$ cat src/rtl/shf_pkg.sv
// Shared constants for the iterative shifter: mode codes, flag bit positions
// and the control FSM state encoding.
package shf_pkg;

  localparam logic [3:0] SHF_SHL = 4'd0;
  localparam logic [3:0] SHF_SHR = 4'd1;
  localparam logic [3:0] SHF_SCL = 4'd2;
  localparam logic [3:0] SHF_SCR = 4'd3;
  localparam logic [3:0] SHF_SAL = 4'd4;
  localparam logic [3:0] SHF_SAR = 4'd5;
  localparam logic [3:0] SHF_ROL = 4'd6;
  localparam logic [3:0] SHF_ROR = 4'd7;
  localparam logic [3:0] SHF_RCL = 4'd8;
  localparam logic [3:0] SHF_RCR = 4'd9;

  localparam int FLG_CF = 15;
  localparam int FLG_OF = 13;

  typedef enum logic [1:0] {
    ST_IDLE = 2'd0,
    ST_RUN  = 2'd1,
    ST_DONE = 2'd2
  } shf_state_t;

endpackage

$ cat src/rtl/shf_step.sv
// Single-bit shift/rotate step. Purely combinational: given the working
// register, carry and overflow, produce their values after one step.
module shf_step
  import shf_pkg::*;
#(
  parameter int WIDTH = 16
) (
  input  logic [WIDTH-1:0] i_r,
  input  logic             i_c,
  input  logic             i_of,
  input  logic [3:0]       i_mode,
  output logic [WIDTH-1:0] o_r,
  output logic             o_c,
  output logic             o_of
);

  // Next-step data and flags; codes 10-15 leave everything untouched.
  always_comb begin
    o_r  = i_r;
    o_c  = i_c;
    o_of = i_of;
    case (i_mode)
      SHF_SHL: o_r = {i_r[WIDTH-2:0], 1'b0};
      SHF_SHR: o_r = {1'b0, i_r[WIDTH-1:1]};
      SHF_SCL: begin
        o_r = {i_r[WIDTH-2:0], 1'b0};
        o_c = i_r[WIDTH-1];
      end
      SHF_SCR: begin
        o_r = {1'b0, i_r[WIDTH-1:1]};
        o_c = i_r[0];
      end
      SHF_SAL: begin
        o_r  = {i_r[WIDTH-2:0], 1'b0};
        o_c  = i_r[WIDTH-1];
        // Sticky: once the sign would have changed, stay set.
        o_of = i_of | (i_r[WIDTH-1] ^ i_r[WIDTH-2]);
      end
      SHF_SAR: begin
        o_r  = {i_r[WIDTH-1], i_r[WIDTH-1:1]};
        o_c  = i_r[0];
        o_of = 1'b0;
      end
      SHF_ROL: o_r = {i_r[WIDTH-2:0], i_r[WIDTH-1]};
      SHF_ROR: o_r = {i_r[0], i_r[WIDTH-1:1]};
      SHF_RCL: begin
        o_r = {i_r[WIDTH-2:0], i_c};
        o_c = i_r[WIDTH-1];
      end
      SHF_RCR: begin
        o_r = {i_c, i_r[WIDTH-1:1]};
        o_c = i_r[0];
      end
      default: ;
    endcase
  end

endmodule

$ cat src/rtl/shf_iter.sv
// Iterative shift/rotate engine: one single-bit step per clock under a
// start/busy/done handshake. Outputs show the working register directly, so
// intermediate step values are visible and the last result is held in IDLE.
module shf_iter
  import shf_pkg::*;
#(
  parameter int WIDTH = 16,
  parameter int CNT_W = 4
) (
  input  logic             CLK,
  input  logic             RST_N,
  input  logic             SHF_START,
  input  logic [WIDTH-1:0] SHF_IN,
  input  logic [CNT_W-1:0] SHF_TIMES,
  input  logic [3:0]       SHF_MODE,
  input  logic [15:0]      SHF_FLAG_in,
  output logic             SHF_BUSY,
  output logic             SHF_DONE,
  output logic [WIDTH-1:0] SHF_OUT,
  output logic [15:0]      SHF_FLAG_out
);

  shf_state_t       r_state;
  shf_state_t       w_state_nxt;
  logic [WIDTH-1:0] r_data;
  logic [15:0]      r_flag;
  logic [CNT_W-1:0] r_cnt;
  logic [3:0]       r_mode;
  logic             w_accept;
  logic [WIDTH-1:0] w_r;
  logic             w_c;
  logic             w_of;

  assign w_accept = (r_state == ST_IDLE) && SHF_START;

  shf_step #(.WIDTH(WIDTH)) u_step (
    .i_r    (r_data),
    .i_c    (r_flag[FLG_CF]),
    .i_of   (r_flag[FLG_OF]),
    .i_mode (r_mode),
    .o_r    (w_r),
    .o_c    (w_c),
    .o_of   (w_of)
  );

  // FSM state register.
  always_ff @(posedge CLK or negedge RST_N) begin
    if (!RST_N) r_state <= ST_IDLE;
    else        r_state <= w_state_nxt;
  end

  // Next-state logic: a zero count skips RUN and reports done immediately.
  always_comb begin
    w_state_nxt = r_state;
    case (r_state)
      ST_IDLE: begin
        if (SHF_START) begin
          if (SHF_TIMES == '0) w_state_nxt = ST_DONE;
          else                 w_state_nxt = ST_RUN;
        end
      end
      ST_RUN: begin
        if (r_cnt == CNT_W'(1)) w_state_nxt = ST_DONE;
      end
      ST_DONE: w_state_nxt = ST_IDLE;
      default: w_state_nxt = ST_IDLE;
    endcase
  end

  // Operand capture on accepted start, then one step per RUN cycle.
  always_ff @(posedge CLK or negedge RST_N) begin
    if (!RST_N) begin
      r_data <= '0;
      r_flag <= '0;
      r_cnt  <= '0;
      r_mode <= '0;
    end else if (w_accept) begin
      r_data <= SHF_IN;
      r_flag <= SHF_FLAG_in;
      // SAL accumulates OF from a clean slate, but a zero count must
      // return the input flags untouched.
      if (SHF_MODE == SHF_SAL && SHF_TIMES != '0) r_flag[FLG_OF] <= 1'b0;
      r_cnt  <= SHF_TIMES;
      r_mode <= SHF_MODE;
    end else if (r_state == ST_RUN) begin
      r_data         <= w_r;
      r_flag[FLG_CF] <= w_c;
      r_flag[FLG_OF] <= w_of;
      r_cnt          <= r_cnt - CNT_W'(1);
    end
  end

  assign SHF_BUSY     = (r_state != ST_IDLE);
  assign SHF_DONE     = (r_state == ST_DONE);
  assign SHF_OUT      = r_data;
  assign SHF_FLAG_out = r_flag;

endmodule

$ cat config.mk
export PLATFORM = sky130hd
export DESIGN_NAME = shf_iter
export DESIGN_NICKNAME = d
export VERILOG_FILES = /design/src/rtl/shf_pkg.sv /design/src/rtl/shf_step.sv /design/src/rtl/shf_iter.sv
export SDC_FILE = /design/constraint.sdc
export NUM_CORES = 1
export LEC_CHECK = 0
export BUFFER_PORTS_ARGS = -buffer_cell sky130_fd_sc_hd__buf_2
export CAP_MARGIN = 25
export CORE_MARGIN = 2
export CORE_UTILIZATION = 50
export CTS_CLUSTER_DIAMETER = 120
export DETAILED_ROUTE_END_ITERATION = 12
export GPL_ROUTABILITY_DRIVEN = 0
export GPL_TIMING_DRIVEN = 0
export PLACE_DENSITY = 0.8
export RECOVER_POWER = 25
export SLEW_MARGIN = 20
export SYNTH_ARGS = -nofsm -noshare
export SYNTH_HDL_FRONTEND = slang
export SYNTH_SLANG_ARGS = --single-unit
$ cat constraint.sdc
create_clock -name CLK -period 3.4 [get_ports CLK]
set_input_delay 0.34 -clock CLK [delete_from_list [all_inputs] [get_ports CLK]]
set_output_delay 0.34 -clock CLK [all_outputs]
set_load 0.1 [all_outputs]
==> results of run 1 <==
[synthesized netlist by cell type, drive strengths merged (2+ instances only)]
cell and n:
nand2b 4, mux2i 15, a22oi 16, o22ai 2, o22a 2, ha 2
xor2 3, o21ai 19, inv 5, o211ai 3, nor3b 4, nand2 63
buf 10, nor3 2, a21oi 6, nor2 7, dfrtp 42, clkbuf 7
nor2b 2
[final timing paths]
check	startpoint	end	slack [ns]	depth (start not counted)
max	RST_N	SHF_OUT[0]	1.45	1
min	SHF_FLAG_in[11]	SHF_FLAG_out[11]	0.24	3
max reg2reg	r_mode[1]	SHF_OUT[1]	1.61	6
min reg2reg	SHF_FLAG_out[5]	SHF_FLAG_out[5]	0.47	2
max in group CLK	r_mode[1]	SHF_OUT[1]	1.61	6
min in group asynchronous	RST_N	SHF_FLAG_out[11]	0.69	1
[worst min-delay path, cell delays in order]
cell     delay [ns]
buf_2          0.07
nand2_1        0.04
nand2_1        0.05
[kinds of logic (layout without fill, tap and decap cells)]
| kind of cell | Yosys count | count (layout) | share of synthesized area, % |
|---|---|---|---|
| AND/OR/NAND/NOR | 88 | 88 | 18.1 |
| multiplexers | 15 | 15 | 6.97 |
| flip-flops | 42 | 42 | 48.8 |
| buffers and inverters | 22 | 105 | 5.98 |
| adder cells (fa/ha/maj) | 2 | 2 | 1.16 |
| AO/OA/AOI/OAI | 55 | 55 | 17.7 |
| XOR/XNOR | 3 | 3 | 1.22 |
[flip-flops by register name (all words and copies together) (netlist names)]
register / count
r_mode: 4
SHF_OUT: 16
r_state: 2
SHF_FLAG_out: 16
r_cnt: 4
[metal layers]
| layer | global-route usage, % | wire [um] |
|---|---|---|
| met3 | 4.36 | 293 |
| met4 | 5.77 | 54 |
| met1 | 31.0 | 2340 |
| met2 | 34.8 | 2370 |
| met5 | 0 | 0 |
[layout make-up]
type,instances,share of cell area (%)
well taps,50,2.31
multi-input cells,163,36.0
inverters,5,0.693
clock buffers,6,3.05
plain buffers,17,4.07
repair buffers,76,14.0
flip-flops and latches,42,38.8
clock inverters,1,1.11
[through the flow]
| step | setup slack [ns] | utilization, % | hold slack (ns) | area (um^2) | instances |
|---|---|---|---|---|---|
| after global placement | 1.68 | 63.5 | 0.455 | 2600 | 353 |
| final | 1.45 | 66.3 | 0.238 | 2710 | 360 |
| after floorplan | 1.14 | - | 0.0444 | 2150 | 227 |
| after detailed placement | 1.65 | 63.5 | 0.456 | 2600 | 353 |
| after global routing | 1.02 | 66.3 | 0.241 | 2710 | 360 |
| after CTS | 1.60 | 66.3 | 0.206 | 2710 | 360 |
[placed cells by master, fill, tap and decap left out, types with 2 or more instances in the layout]
cell,instances
nor3_1,2
xor2_1,3
nor2_1,7
dfrtp_1,42
buf_4,2
o22ai_1,2
nand2b_1,3
mux2i_1,15
nor2b_1,2
clkbuf_8,6
o211ai_1,2
a22oi_1,16
nor3b_1,4
buf_2,80
a21oi_1,5
clkbuf_1,7
inv_1,5
ha_1,2
o21ai_1,11
nand2_1,63
o22a_2,2
o21ai_0,8
buf_6,2
==> results_dict.tcl, run 1 <==
set metrics [dict create \
    status "finished, violations left" \
    violations "max-capacitance violations, max-slew violations" \
    synth-seq-cells 42 \
    routed_via_density 5.31 \
    postCtsSetupBuffers 0 \
    clk_path_buf_depth 2 \
    fp.dieH_um 69.6 \
    skew_ns 0.00955 \
    start_util_pct 52.7 \
    num_antenna_cells 0 \
    ys.flop_type "dfrtp_1" \
    critPathRequiredTime_ns 3.35 \
    ios 77 \
    drive_above_1_share_pct 32.6 \
    cpLargestDelayFamily "buffers and inverters" \
    ctsHoldBuffers 0 \
    hold_class "primary input to flip-flop" \
    relSlewSlack_pct -46.5 \
    synth_area_leader_cell "dfrtp_1" \
    antenna_found_initial 0 \
    clk_latency_ns 0.29 \
    hpwl_um 3680 \
    cp.arrival_ns 1.90 \
    synthesis.nets 272 \
    grt_pass1_wl_um 8680 \
    nNetsFinal 355 \
    cts_resized 0 \
    slowest_stage "clkbuf_1" \
    portBuffers 76 \
    ys_seq_area_share_pct 48.8 \
    synthArstFlopShare_pct 100 \
    cts_buffers 5 \
    grt_use_total_pct 22.0 \
    syn_inst 227 \
    max_freq_mhz 512 \
    synth_edf_count 0 \
    coreArea_um2 4090 \
    worst-setup-path-type "primary input to async pin" \
    grt_pass1_vias 1859 \
    drc 0 \
    wl_per_cell_um 14.1 \
    synth_area_um2 2150 \
    rows 23 \
    hold_viol 0 \
    n_fill_cell 361 \
    die_w_um 69.6 \
    endpoint_kind "async pin" \
    synth_top_area_share_pct 48.8 \
    wl_um 5060 \
    ff_latch_area_um2 1050 \
    cts_root_buffer "clkbuf_8" \
    first_pass_iters 5 \
    grt_start_max_net_pins 43 \
    period_share_pct 57.4 \
    gr-total-overflow 0 \
    cts_max_level 2 \
    area_delta_synth_final_pct 25.7 \
    crit_fanout 42 \
    ant_nets 0 \
    path_buf_inv 1 \
    yosys_warnings 0 \
    maxCapViolations 1 \
    drv_slew 43 \
    path_cells "clkbuf_1" \
    period_needed_ns 1.95 \
    die_area_um2 4850 \
    yosysUniqueCellTypes 40 \
    setup_violations 0 \
    max_stage_delay_ns 1.54 \
    fin_setup_tns_ns 0 \
    synth_area_leaders "dfrtp_1 49%, nand2_1 11%, mux2i_1 7.0%, a22oi_1 5.6%, o21ai_1 2.6%" \
    clock-sinks 42 \
    drt-initial-drc-count 169 \
    path_clk_slew_ns 0.08 \
    syn_avg_cell_area_um2 9.49 \
    worst_pin_slew_ns 2.20 \
    via_count 1910 \
    multi_input_area_um2 973 \
    tritoncts "done" \
    rsz0062_at_grt "no" \
    cp-start-kind "primary input" \
]
Power of run 1 is not shown: default switching activity piles up to over one toggle a cycle in this logic, so the estimate is an artifact.
==> run 2, diff against run 1 <==
--- a/config.mk
+++ b/config.mk
@@ -5,15 +5,16 @@
 export SDC_FILE = /design/constraint.sdc
 export NUM_CORES = 1
 export LEC_CHECK = 0
+export ABC_AREA = 1
 export BUFFER_PORTS_ARGS = -buffer_cell sky130_fd_sc_hd__buf_2
 export CAP_MARGIN = 25
 export CORE_MARGIN = 2
-export CORE_UTILIZATION = 50
+export CORE_UTILIZATION = 46
 export CTS_CLUSTER_DIAMETER = 120
 export DETAILED_ROUTE_END_ITERATION = 12
 export GPL_ROUTABILITY_DRIVEN = 0
 export GPL_TIMING_DRIVEN = 0
-export PLACE_DENSITY = 0.8
+export PLACE_DENSITY = 0.76
 export RECOVER_POWER = 25
 export SLEW_MARGIN = 20
 export SYNTH_ARGS = -nofsm -noshare
==> constraint.sdc (replaced) <==
create_clock -name CLK -period 1.57 [get_ports CLK]
set_input_delay 0.157 -clock CLK [delete_from_list [all_inputs] [get_ports CLK]]
set_output_delay 0.157 -clock CLK [all_outputs]
set_load 0.1 [all_outputs]
==> results_dict.tcl, run 2 <==
set metrics [dict create \
    post-route-util_pct 61.6 \
    ys_seq_area_share_pct 44.1 \
    finalWorstSetupSlack_ns 0.0120 \
    rows 26 \
    hold_viol 0 \
    clk_path_buf_depth 2 \
    synth_edf_count 0 \
    yosysMostFrequentCell "nand2_1" \
    synth-seq-cells 42 \
    worst-setup-path-type "flip-flop to flip-flop" \
    synthesis.nets 399 \
    ff2ff_path_depth 10 \
    synth_area_um2 2380 \
    drv_slew 0 \
    synth_area_leaders "dfrtp_1 44%, nand2_1 26%, nor2_1 7.6%, nand3_1 5.2%, inv_1 3.1%" \
    max_stage_delay_ns 0.45 \
    slowest_stage "dfrtp_2" \
    yosysUniqueCellTypes 24 \
    syn_avg_cell_area_um2 6.74 \
    relSlewSlack_pct 60.8 \
    portBuffers 76 \
    hpwl_um 4200 \
    multi_input_area_um2 1220 \
    wl_um 6150 \
    syn_inst 354 \
    rsz0062_at_grt "yes" \
    ant_nets 0 \
    hold_depth 3 \
    nNetsFinal 493 \
    yosys_warnings 0 \
    antenna_found_initial 0 \
    grt_start_max_net_pins 43 \
    grt_pass1_wl_um 9920 \
    gr-total-overflow 0 \
    area_delta_synth_final_pct 30.3 \
    yosys.area_share.simple_pct 42.9 \
    path_cells "inv_2 -> nor2_4 -> buf_4 -> a22oi_1 -> nand2_1 -> nand2_1 -> buf_4 -> nor2_1 -> nand2_1 -> nand2_1" \
    ys.flop_type "dfrtp_1" \
    final_cell_mix "163 x nand2_1, 80 x buf_2, 45 x nor2_1" \
    first_pass_iters 4 \
    synthMuxAreaShare_pct 0 \
    pre_cts_slack_ns -0.117 \
    period_share_pct 99.2 \
    drt-initial-drc-count 200 \
    routed_via_density 4.85 \
    num_antenna_cells 0 \
    coreArea_um2 5040 \
    cp_common_cell "nand2_1" \
    status "finished, final reports clean" \
    grt_pass1_vias 2200 \
    min-delay-start "SHF_FLAG_in[0]" \
    grt_use_total_pct 20.8 \
    synth_area_leader_cell "dfrtp_1" \
    tritoncts "done" \
    synth_top_area_share_pct 44.1 \
    ios 77 \
    synth_compound_area_share_pct 4.46 \
    setup_violations 0 \
    wl_per_cell_um 11.8 \
    cts_root_buffer "clkbuf_8" \
    synth_top_family_by_area "simple AND/OR/NAND/NOR gates" \
    start_util_pct 47.3 \
    holdWs_ns 0.0441 \
    layout_commonest_cell "nand2_1" \
    drive_above_1_share_pct 30.1 \
    crit_fanout 10 \
    cp-start-kind "flip-flop" \
    critPathRequiredTime_ns 1.77 \
    path_clk_slew_ns 0.08 \
    clk_latency_ns 0.30 \
    critPathLaunch "r_mode[2]" \
    cts_buffers 5 \
    synth-adder-area-share_pct 1.05 \
    n_fill_cell 456 \
    skew_ns 0.00608 \
    synthXorXnorAreaFrac_pct 0.367 \
    period_needed_ns 1.56 \
    cp.arrival_ns 1.75 \
    r2r-start "r_mode[2]" \
    max_freq_mhz 642 \
    endpoint_kind "flip-flop" \
    worst_pin_slew_ns 0.588 \
    ys_top_cells_by_count "168 x nand2_1, 48 x nor2_1, 42 x dfrtp_1, 25 x nand3_1, 20 x inv_1" \
    fp.dieH_um 76 \
    via_count 2515 \
    synthArstFlopShare_pct 100 \
    die_w_um 76 \
    drc 0 \
    ff_latch_area_um2 1060 \
    clock-sinks 42 \
    die_area_um2 5780 \
    maxCapViolations 0 \
    hold_class "primary input to flip-flop" \
    cts_max_level 2 \
]
==> run 2: timing repair <==
action	4_1_cts	5_1_grt
gates resized for setup	7	26
gates cloned	0	1
pin swaps	1	7
hold buffers	0	1
endpoints found under the setup margin	33	36
buffers inserted	2	6
endpoints found under the hold margin	0	19
==> run 2: layer usage <==
| layer | wire length [um] | vias up | global-route usage (%) |
|---|---|---|---|
| li1 | - | 1285 | - |
| met1 | 2710 | 1139 | 27.4 |
| met2 | 2950 | 83 | 35.5 |
| met3 | 417 | 8 | 3.79 |
| met4 | 77 | 0 | 5.45 |
| met5 | 0 | - | 0 |
==> run 2: through the flow <==
step	setup TNS [ns]	cells	cell area, um^2
after floorplan	0	354	2390
after global placement	-2.79	500	2860
after detailed placement	-2.18	500	2860
after CTS	-0.000715	510	2990
after global routing	-0.883	519	3110
final	0	519	3110
==> run 2: worst paths after layout <==
path                                     to  slack [ns]
max                             SHF_OUT[12]        0.01
max in group asynchronous        SHF_OUT[3]        0.33
min                         SHF_FLAG_out[0]        0.04
min reg2reg                SHF_FLAG_out[10]        0.48
max reg2reg                     SHF_OUT[12]        0.01
min in group asynchronous   SHF_FLAG_out[0]        0.32
==> run 2: worst max-delay path, delay by kind of cell (launching register included) <==
family / cells / cell delay (ns)
AO/OA/AOI/OAI: 1 / 0.21
buffers and inverters: 3 / 0.40
flip-flops: 1 / 0.45
AND/OR/NAND/NOR: 6 / 0.40
==> run 2: cell type report <==
class	count	share of cell area, %
Multi-Input combinational cell	274	39.4
Sequential cell	42	34.0
Timing Repair Buffer	87	15.0
Buffer	15	3.10
Tap cell	70	2.82
Inverter	23	2.78
Clock buffer	5	2.21
Clock inverter	3	0.684
==> run 2: cells by family after synthesis <==
logic type	count (synthesis)
compound gates	17
buf+inv	38
flops	42
xor+xnor	1
fa+ha+maj	2
simple gates	254
Power of run 2 is left out for the same reason.
